### src/rtl/if_id_stage_pkg.sv
// Shared Minisys-1A IF/ID definitions.
// Defines the default datapath width, the NOP encoding and the bit layout of the IF/ID bundle.
package if_id_stage_pkg;

  localparam int unsigned MINISYS_XLEN = 32;
  localparam logic [MINISYS_XLEN-1:0] MINISYS_NOP = 32'h0000_0000;  // sll $0,$0,0

  // Bundle layout, MSB first: {pc, pc4, instr, recover} = 97 bits
  localparam int unsigned BUNDLE_W    = 3 * MINISYS_XLEN + 1;
  localparam int unsigned PC_LSB      = 2 * MINISYS_XLEN + 1;
  localparam int unsigned PC4_LSB     = MINISYS_XLEN + 1;
  localparam int unsigned INSTR_LSB   = 1;
  localparam int unsigned RECOVER_BIT = 0;

endpackage

### src/rtl/if_id_stage_if.sv
// IF/ID handshake bundle.
// The master modport belongs to the fetch/decode environment; the slave modport belongs to the stage.
interface if_id_stage_if #(
  parameter int unsigned XLEN = 32
);
  logic [XLEN-1:0] IF_PC;
  logic [XLEN-1:0] IF_opcplus4;
  logic [XLEN-1:0] IF_Instruction;
  logic            IF_recover;
  logic            if_valid;
  logic            if_ready;
  logic            ID_stall;
  logic            branch_flush;
  logic            int_flush;
  logic [XLEN-1:0] ID_PC;
  logic [XLEN-1:0] ID_opcplus4;
  logic [XLEN-1:0] ID_Instruction;
  logic            ID_recover;
  logic            ID_valid;

  modport master (
    output IF_PC, IF_opcplus4, IF_Instruction, IF_recover, if_valid,
    output ID_stall, branch_flush, int_flush,
    input  if_ready, ID_PC, ID_opcplus4, ID_Instruction, ID_recover, ID_valid
  );

  modport slave (
    input  IF_PC, IF_opcplus4, IF_Instruction, IF_recover, if_valid,
    input  ID_stall, branch_flush, int_flush,
    output if_ready, ID_PC, ID_opcplus4, ID_Instruction, ID_recover, ID_valid
  );
endinterface

### src/rtl/if_id_stage_pipe_slot.sv
// One pipeline register slot (data plus valid).
// Clear takes priority over load; data is left stale on clear.
module if_id_stage_pipe_slot #(
  parameter int unsigned Width = 97
) (
  input  logic             clock,
  input  logic             reset,
  input  logic             i_load,
  input  logic             i_clear,
  input  logic             i_valid,
  input  logic [Width-1:0] i_data,
  output logic             o_valid,
  output logic [Width-1:0] o_data
);

  logic             r_valid;
  logic [Width-1:0] r_data;

  always_ff @(posedge clock or negedge reset) begin
    if (!reset) begin
      r_valid <= 1'b0;
      r_data  <= '0;
    end else if (i_clear) begin
      r_valid <= 1'b0;
    end else if (i_load) begin
      r_valid <= i_valid;
      r_data  <= i_data;
    end
  end

  assign o_valid = r_valid;
  assign o_data  = r_data;

endmodule

### src/rtl/if_id_stage.sv
// IF/ID pipeline boundary: main slot plus one-entry skid slot, flush handling and a
// saturating counter of ID bubble cycles.
module if_id_stage
  import if_id_stage_pkg::*;
#(
  parameter int unsigned     XLEN      = MINISYS_XLEN,
  parameter logic [XLEN-1:0] NOP_INSTR = MINISYS_NOP,
  parameter int unsigned     CNT_W     = 16
) (
  input  logic             clock,
  input  logic             reset,
  if_id_stage_if.slave     bus,
  output logic [CNT_W-1:0] bubble_count
);

  localparam int unsigned BW = 3 * XLEN + 1;

  logic [BW-1:0] w_if_bundle;
  logic [BW-1:0] w_main_d;
  logic [BW-1:0] w_main_q;
  logic [BW-1:0] w_skid_q;
  logic          w_main_v;
  logic          w_skid_v;
  logic          w_main_vin;
  logic          w_main_load;
  logic          w_main_clear;
  logic          w_skid_load;
  logic          w_skid_clear;
  logic          w_acc;
  logic          w_adv;
  logic          w_flush;

  logic [CNT_W-1:0] r_bubble_count;

  assign w_if_bundle = {bus.IF_PC, bus.IF_opcplus4, bus.IF_Instruction, bus.IF_recover};

  // if_ready comes straight from the skid valid flop, so IF sees backpressure one cycle late
  assign bus.if_ready = ~w_skid_v;
  assign w_acc        = bus.if_valid & ~w_skid_v;
  assign w_adv        = ~w_main_v | ~bus.ID_stall;
  assign w_flush      = bus.int_flush | bus.branch_flush;

  always_comb begin
    w_main_clear = w_flush;
    w_main_load  = ~w_flush & w_adv;
    w_main_d     = w_skid_v ? w_skid_q : w_if_bundle;
    w_main_vin   = w_skid_v | w_acc;
    // Skid drains into main when it can advance; it only fills when main is stuck
    w_skid_clear = w_flush | (w_skid_v & w_adv);
    w_skid_load  = ~w_flush & ~w_skid_v & ~w_adv & w_acc;
  end

  if_id_stage_pipe_slot #(
    .Width (BW)
  ) u_main (
    .clock   (clock),
    .reset   (reset),
    .i_load  (w_main_load),
    .i_clear (w_main_clear),
    .i_valid (w_main_vin),
    .i_data  (w_main_d),
    .o_valid (w_main_v),
    .o_data  (w_main_q)
  );

  if_id_stage_pipe_slot #(
    .Width (BW)
  ) u_skid (
    .clock   (clock),
    .reset   (reset),
    .i_load  (w_skid_load),
    .i_clear (w_skid_clear),
    .i_valid (1'b1),
    .i_data  (w_if_bundle),
    .o_valid (w_skid_v),
    .o_data  (w_skid_q)
  );

  always_ff @(posedge clock or negedge reset) begin
    if (!reset) begin
      r_bubble_count <= '0;
    end else if (!w_main_v && !(&r_bubble_count)) begin
      r_bubble_count <= r_bubble_count + 1'b1;
    end
  end

  assign bubble_count       = r_bubble_count;
  assign bus.ID_valid       = w_main_v;
  assign bus.ID_PC          = w_main_q[BW-1 -: XLEN];
  assign bus.ID_opcplus4    = w_main_q[2*XLEN -: XLEN];
  assign bus.ID_Instruction = w_main_v ? w_main_q[XLEN:1] : NOP_INSTR;
  assign bus.ID_recover     = w_main_v & w_main_q[0];

endmodule

### src/flat_wrapper.sv
// flat-port wrapper written by rule: the top's interface ports become plain ports
module if_id_stage_flat import if_id_stage_pkg::*;
#(
  parameter int unsigned     XLEN      = MINISYS_XLEN,
  parameter logic [XLEN-1:0] NOP_INSTR = MINISYS_NOP,
  parameter int unsigned     CNT_W     = 16
)
  (clock, reset, bubble_count, bus_IF_PC, bus_IF_opcplus4, bus_IF_Instruction, bus_IF_recover, bus_if_valid, bus_ID_stall, bus_branch_flush, bus_int_flush, bus_if_ready, bus_ID_PC, bus_ID_opcplus4, bus_ID_Instruction, bus_ID_recover, bus_ID_valid);
  if_id_stage_if #(.XLEN(XLEN)) bus_i ();
  input  logic clock;
  input  logic reset;
  output logic [CNT_W-1:0] bubble_count;
  input wire logic [$bits(bus_i.IF_PC)-1:0] bus_IF_PC;
  input wire logic [$bits(bus_i.IF_opcplus4)-1:0] bus_IF_opcplus4;
  input wire logic [$bits(bus_i.IF_Instruction)-1:0] bus_IF_Instruction;
  input wire logic [$bits(bus_i.IF_recover)-1:0] bus_IF_recover;
  input wire logic [$bits(bus_i.if_valid)-1:0] bus_if_valid;
  input wire logic [$bits(bus_i.ID_stall)-1:0] bus_ID_stall;
  input wire logic [$bits(bus_i.branch_flush)-1:0] bus_branch_flush;
  input wire logic [$bits(bus_i.int_flush)-1:0] bus_int_flush;
  output wire logic [$bits(bus_i.if_ready)-1:0] bus_if_ready;
  output wire logic [$bits(bus_i.ID_PC)-1:0] bus_ID_PC;
  output wire logic [$bits(bus_i.ID_opcplus4)-1:0] bus_ID_opcplus4;
  output wire logic [$bits(bus_i.ID_Instruction)-1:0] bus_ID_Instruction;
  output wire logic [$bits(bus_i.ID_recover)-1:0] bus_ID_recover;
  output wire logic [$bits(bus_i.ID_valid)-1:0] bus_ID_valid;
  assign bus_i.IF_PC = bus_IF_PC;
  assign bus_i.IF_opcplus4 = bus_IF_opcplus4;
  assign bus_i.IF_Instruction = bus_IF_Instruction;
  assign bus_i.IF_recover = bus_IF_recover;
  assign bus_i.if_valid = bus_if_valid;
  assign bus_i.ID_stall = bus_ID_stall;
  assign bus_i.branch_flush = bus_branch_flush;
  assign bus_i.int_flush = bus_int_flush;
  assign bus_if_ready = bus_i.if_ready;
  assign bus_ID_PC = bus_i.ID_PC;
  assign bus_ID_opcplus4 = bus_i.ID_opcplus4;
  assign bus_ID_Instruction = bus_i.ID_Instruction;
  assign bus_ID_recover = bus_i.ID_recover;
  assign bus_ID_valid = bus_i.ID_valid;
  if_id_stage #(.XLEN(XLEN), .NOP_INSTR(NOP_INSTR), .CNT_W(CNT_W)) u_core (.clock(clock), .reset(reset), .bus(bus_i), .bubble_count(bubble_count));
endmodule
### config.mk
export PLATFORM = sky130hd
export DESIGN_NAME = if_id_stage_flat
export DESIGN_NICKNAME = d
export VERILOG_FILES = /design/src/rtl/if_id_stage_pkg.sv /design/src/rtl/if_id_stage_if.sv /design/src/rtl/if_id_stage_pipe_slot.sv /design/src/rtl/if_id_stage.sv /design/src/flat_wrapper.sv
export SDC_FILE = /design/constraint.sdc
export NUM_CORES = 1
export LEC_CHECK = 0
export CORE_MARGIN = 5
export CORE_UTILIZATION = 30
export DETAILED_ROUTE_END_ITERATION = 12
export DONT_BUFFER_PORTS = 1
export PLACE_DENSITY = 0.55
export REMOVE_ABC_BUFFERS = 1
export SKIP_CTS_REPAIR_TIMING = 1
export SLEW_MARGIN = 5
export SYNTH_ARGS = -nofsm -noshare
export SYNTH_HDL_FRONTEND = slang
export SYNTH_SLANG_ARGS = --single-unit
### constraint.sdc
create_clock -name clock -period 5.1 [get_ports clock]
set_input_delay 1.02 -clock clock [delete_from_list [all_inputs] [get_ports clock]]
set_output_delay 1.02 -clock clock [all_outputs]
set_load 0.005 [all_outputs]
==> results_dict.tcl <==
set metrics [dict create \
    ys_ff_latch 212 \
    ys_types 35 \
    placed_area_um2 9490 \
    cp_top_family "flip-flops" \
    wl_per_cell_um 18.9 \
    root_buffer "clkbuf_16" \
    seq_area_um2 5310 \
    cts_tree "yes" \
    cts_buffers 25 \
    criticalPathCategory "flip-flop to flip-flop" \
    crit_path_end_kind "flip-flop" \
    rsz0062_at_grt "no" \
    clk_pin_slew_worst_paths_ns 0.06 \
    clockBufferDepth 3 \
    max_freq_ghz 0.341 \
    syn_avg_cell_area_um2 11.8 \
    max_stage_delay_ns 0.96 \
    worst_ep_arrival_time_ns 3.32 \
    rows 65 \
    setup_viol 0 \
    cts.sinks 212 \
    vdd_ir_drop_max_mv 0.208 \
    timing.hold.ws_ns 0.206 \
    cap_violations 0 \
    ant_nets 0 \
    antenna_found_initial 0 \
    core_um2 31600 \
    vias 5472 \
    tightest_slew_ns 1.06 \
    htreeDepth 1 \
    diodes 0 \
    ys_warn_count 0 \
    dr.pass1.iters 4 \
    fp.dieH_um 189 \
    drc 0 \
    p_per_area_nw_per_um2 413 \
    final_cell_mix "dfrtp_1 (211), a21oi_1 (100), nor2_1 (99)" \
    crit_fanout 52 \
    path_cells "inv_1, nand3_4, buf_4, mux2_2" \
    seq_area_frac_synth_pct 55.1 \
    gr-total-overflow 0 \
    routed_wl_um 21700 \
    ios 218 \
    die_x_um 189 \
    io_buffers 0 \
    fill_cells 3160 \
    final_cell_area_um2 10300 \
    status "finished, final reports clean" \
    worstPathRequired_ns 5.49 \
    leakagePower_nw 4.30 \
    dpl.hpwl_um 13400 \
    via_per_inst 4.75 \
    total_power_w 0.00425 \
    grt.total_usage_pct 12.1 \
    hold_viol 0 \
    crit_buf_inv 2 \
    cp_slowest_cell "dfrtp_4" \
    place_congestion 0.765 \
    synthesis.area_um2 9630 \
    initial_core_util_pct 30.4 \
    grt_max_degree 213 \
    first_global_vias 5819 \
    syn-instance-count 815 \
    dpl_worst_slack_ns 1.98 \
    period_minus_slack_ns 2.93 \
    grt_pass1_wl_um 35000 \
    maxSlewHeadroom_pct 29.3 \
    min_period_over_period_pct 57.4 \
    nNetsFinal 838 \
    drive_gt1_share_pct 19.9 \
    hp-class "input port to asynchronous set/reset pin" \
    ff2ff_setup_slack_ns 2.17 \
    syn_to_final_growth_pct 6.93 \
    clkLatencyLatePin_ns 0.52 \
    setup_slack_ns 2.17 \
    first_iter_violations 155 \
    dieArea_um2 35800 \
    fin_skew_ns 0.0187 \
    final_common_cell "dfrtp_1" \
    worstSetupStartpointType "flip-flop" \
    drv_slew 0 \
    multi_input_area_um2 3610 \
]
==> worst paths after layout <==
| kind | start | end | cells after the start |
|---|---|---|---|
| max reg2reg | u_core.u_skid.o_valid$_DFFE_PN0P_ | u_core.u_skid.o_data[10]$_DFFE_PN0P_ | 4 |
| min | reset | u_core.u_main.o_data[1]$_DFFE_PN0P_ | 0 |
| max | u_core.u_skid.o_valid$_DFFE_PN0P_ | u_core.u_skid.o_data[10]$_DFFE_PN0P_ | 4 |
| min in group clock | u_core.u_skid.o_data[33]$_DFFE_PN0P_ | u_core.u_skid.o_data[33]$_DFFE_PN0P_ | 1 |
| max in group asynchronous | reset | u_core.u_skid.o_data[90]$_DFFE_PN0P_ | 0 |
| min reg2reg | u_core.u_skid.o_data[33]$_DFFE_PN0P_ | u_core.u_skid.o_data[33]$_DFFE_PN0P_ | 1 |
==> power by group <==
group	internal, W	switching (W)	leakage [nW]
Sequential	0.00193	0.000194	2.59
Clock	0.00106	0.000699	0.400
Combinational	0.000205	0.000156	1.31
Total	0.00320	0.00105	4.30
==> per-layer routing <==
metal  vias to the layer above  global-route usage [%]  part of all wire (%)
li1                       2594                       -                     -
met3                        29                    6.47                    13
met1                      2673                    15.6                    42
met4                         0                    2.41                   1.6
met5                         -                       0                     0
met2                       176                    18.3                    44
==> metrics by stage <==
step | setup TNS, ns | cells | utilization [%]
floorplan | -324.81 | 702 | -
global placement | 0 | 1109 | 30.0
detailed placement | 0 | 1109 | 30.0
CTS | 0 | 1152 | 32.5
global route | 0 | 1152 | 32.5
finish | 0 | 1152 | 32.5
==> flip-flops by register name, summed over array words and instances, names as in the netlist <==
signal,cells
u_core.u_main.o_data,97
u_core.u_main.o_valid,1
u_core.u_skid.o_data,97
u_core.bubble_count,16
u_core.u_skid.o_valid,1
==> kinds of logic (layout without fill, tap and decap cells) <==
group                      Yosys count  after routing  synth area share (%)
DFF                                212            212                  55.1
muxes                              197            197                  21.8
and+or+nand+nor                    170            170                  8.68
buffers and inverters              117             52                  7.62
AOI/OAI and AO/OA                  112            112                  6.10
xor gates and xnor gates             6              6                 0.546
adders and majority gates            1              1                 0.130
==> synth_stat cells (all sizes together) <==
cell type  instances  area share [%]
o211ai             1           0.078
and4               4            0.38
a211oi             2            0.21
a21oi            100             5.2
and2              36             2.4
nand3              8            0.42
mux2             100              12
nand2              6            0.23
clkbuf            23            0.90
nor4               1           0.065
and3               5            0.32
mux2i             97              10
o21a               3            0.23
xor2               1           0.091
ha                 1            0.13
nor3               1            0.10
buf               90             6.6
dfrtp            212              55
a31oi              5            0.32
and4b              2            0.21
xnor2              5            0.45
or4                1            0.12
o21ai              1           0.052
inv                4            0.16
nand4              7            0.61
nor2              99             3.9
==> area by class of cell <==
class                      instances  area share (%)
sequential                       212            51.6
multi-input combinational        486            35.1
clock buffer                      37            7.29
tap                              402            4.89
clock inverter                     6           0.559
timing repair buffer               5           0.486
inverter                           4           0.146
(Power assumes the default switching activity.)
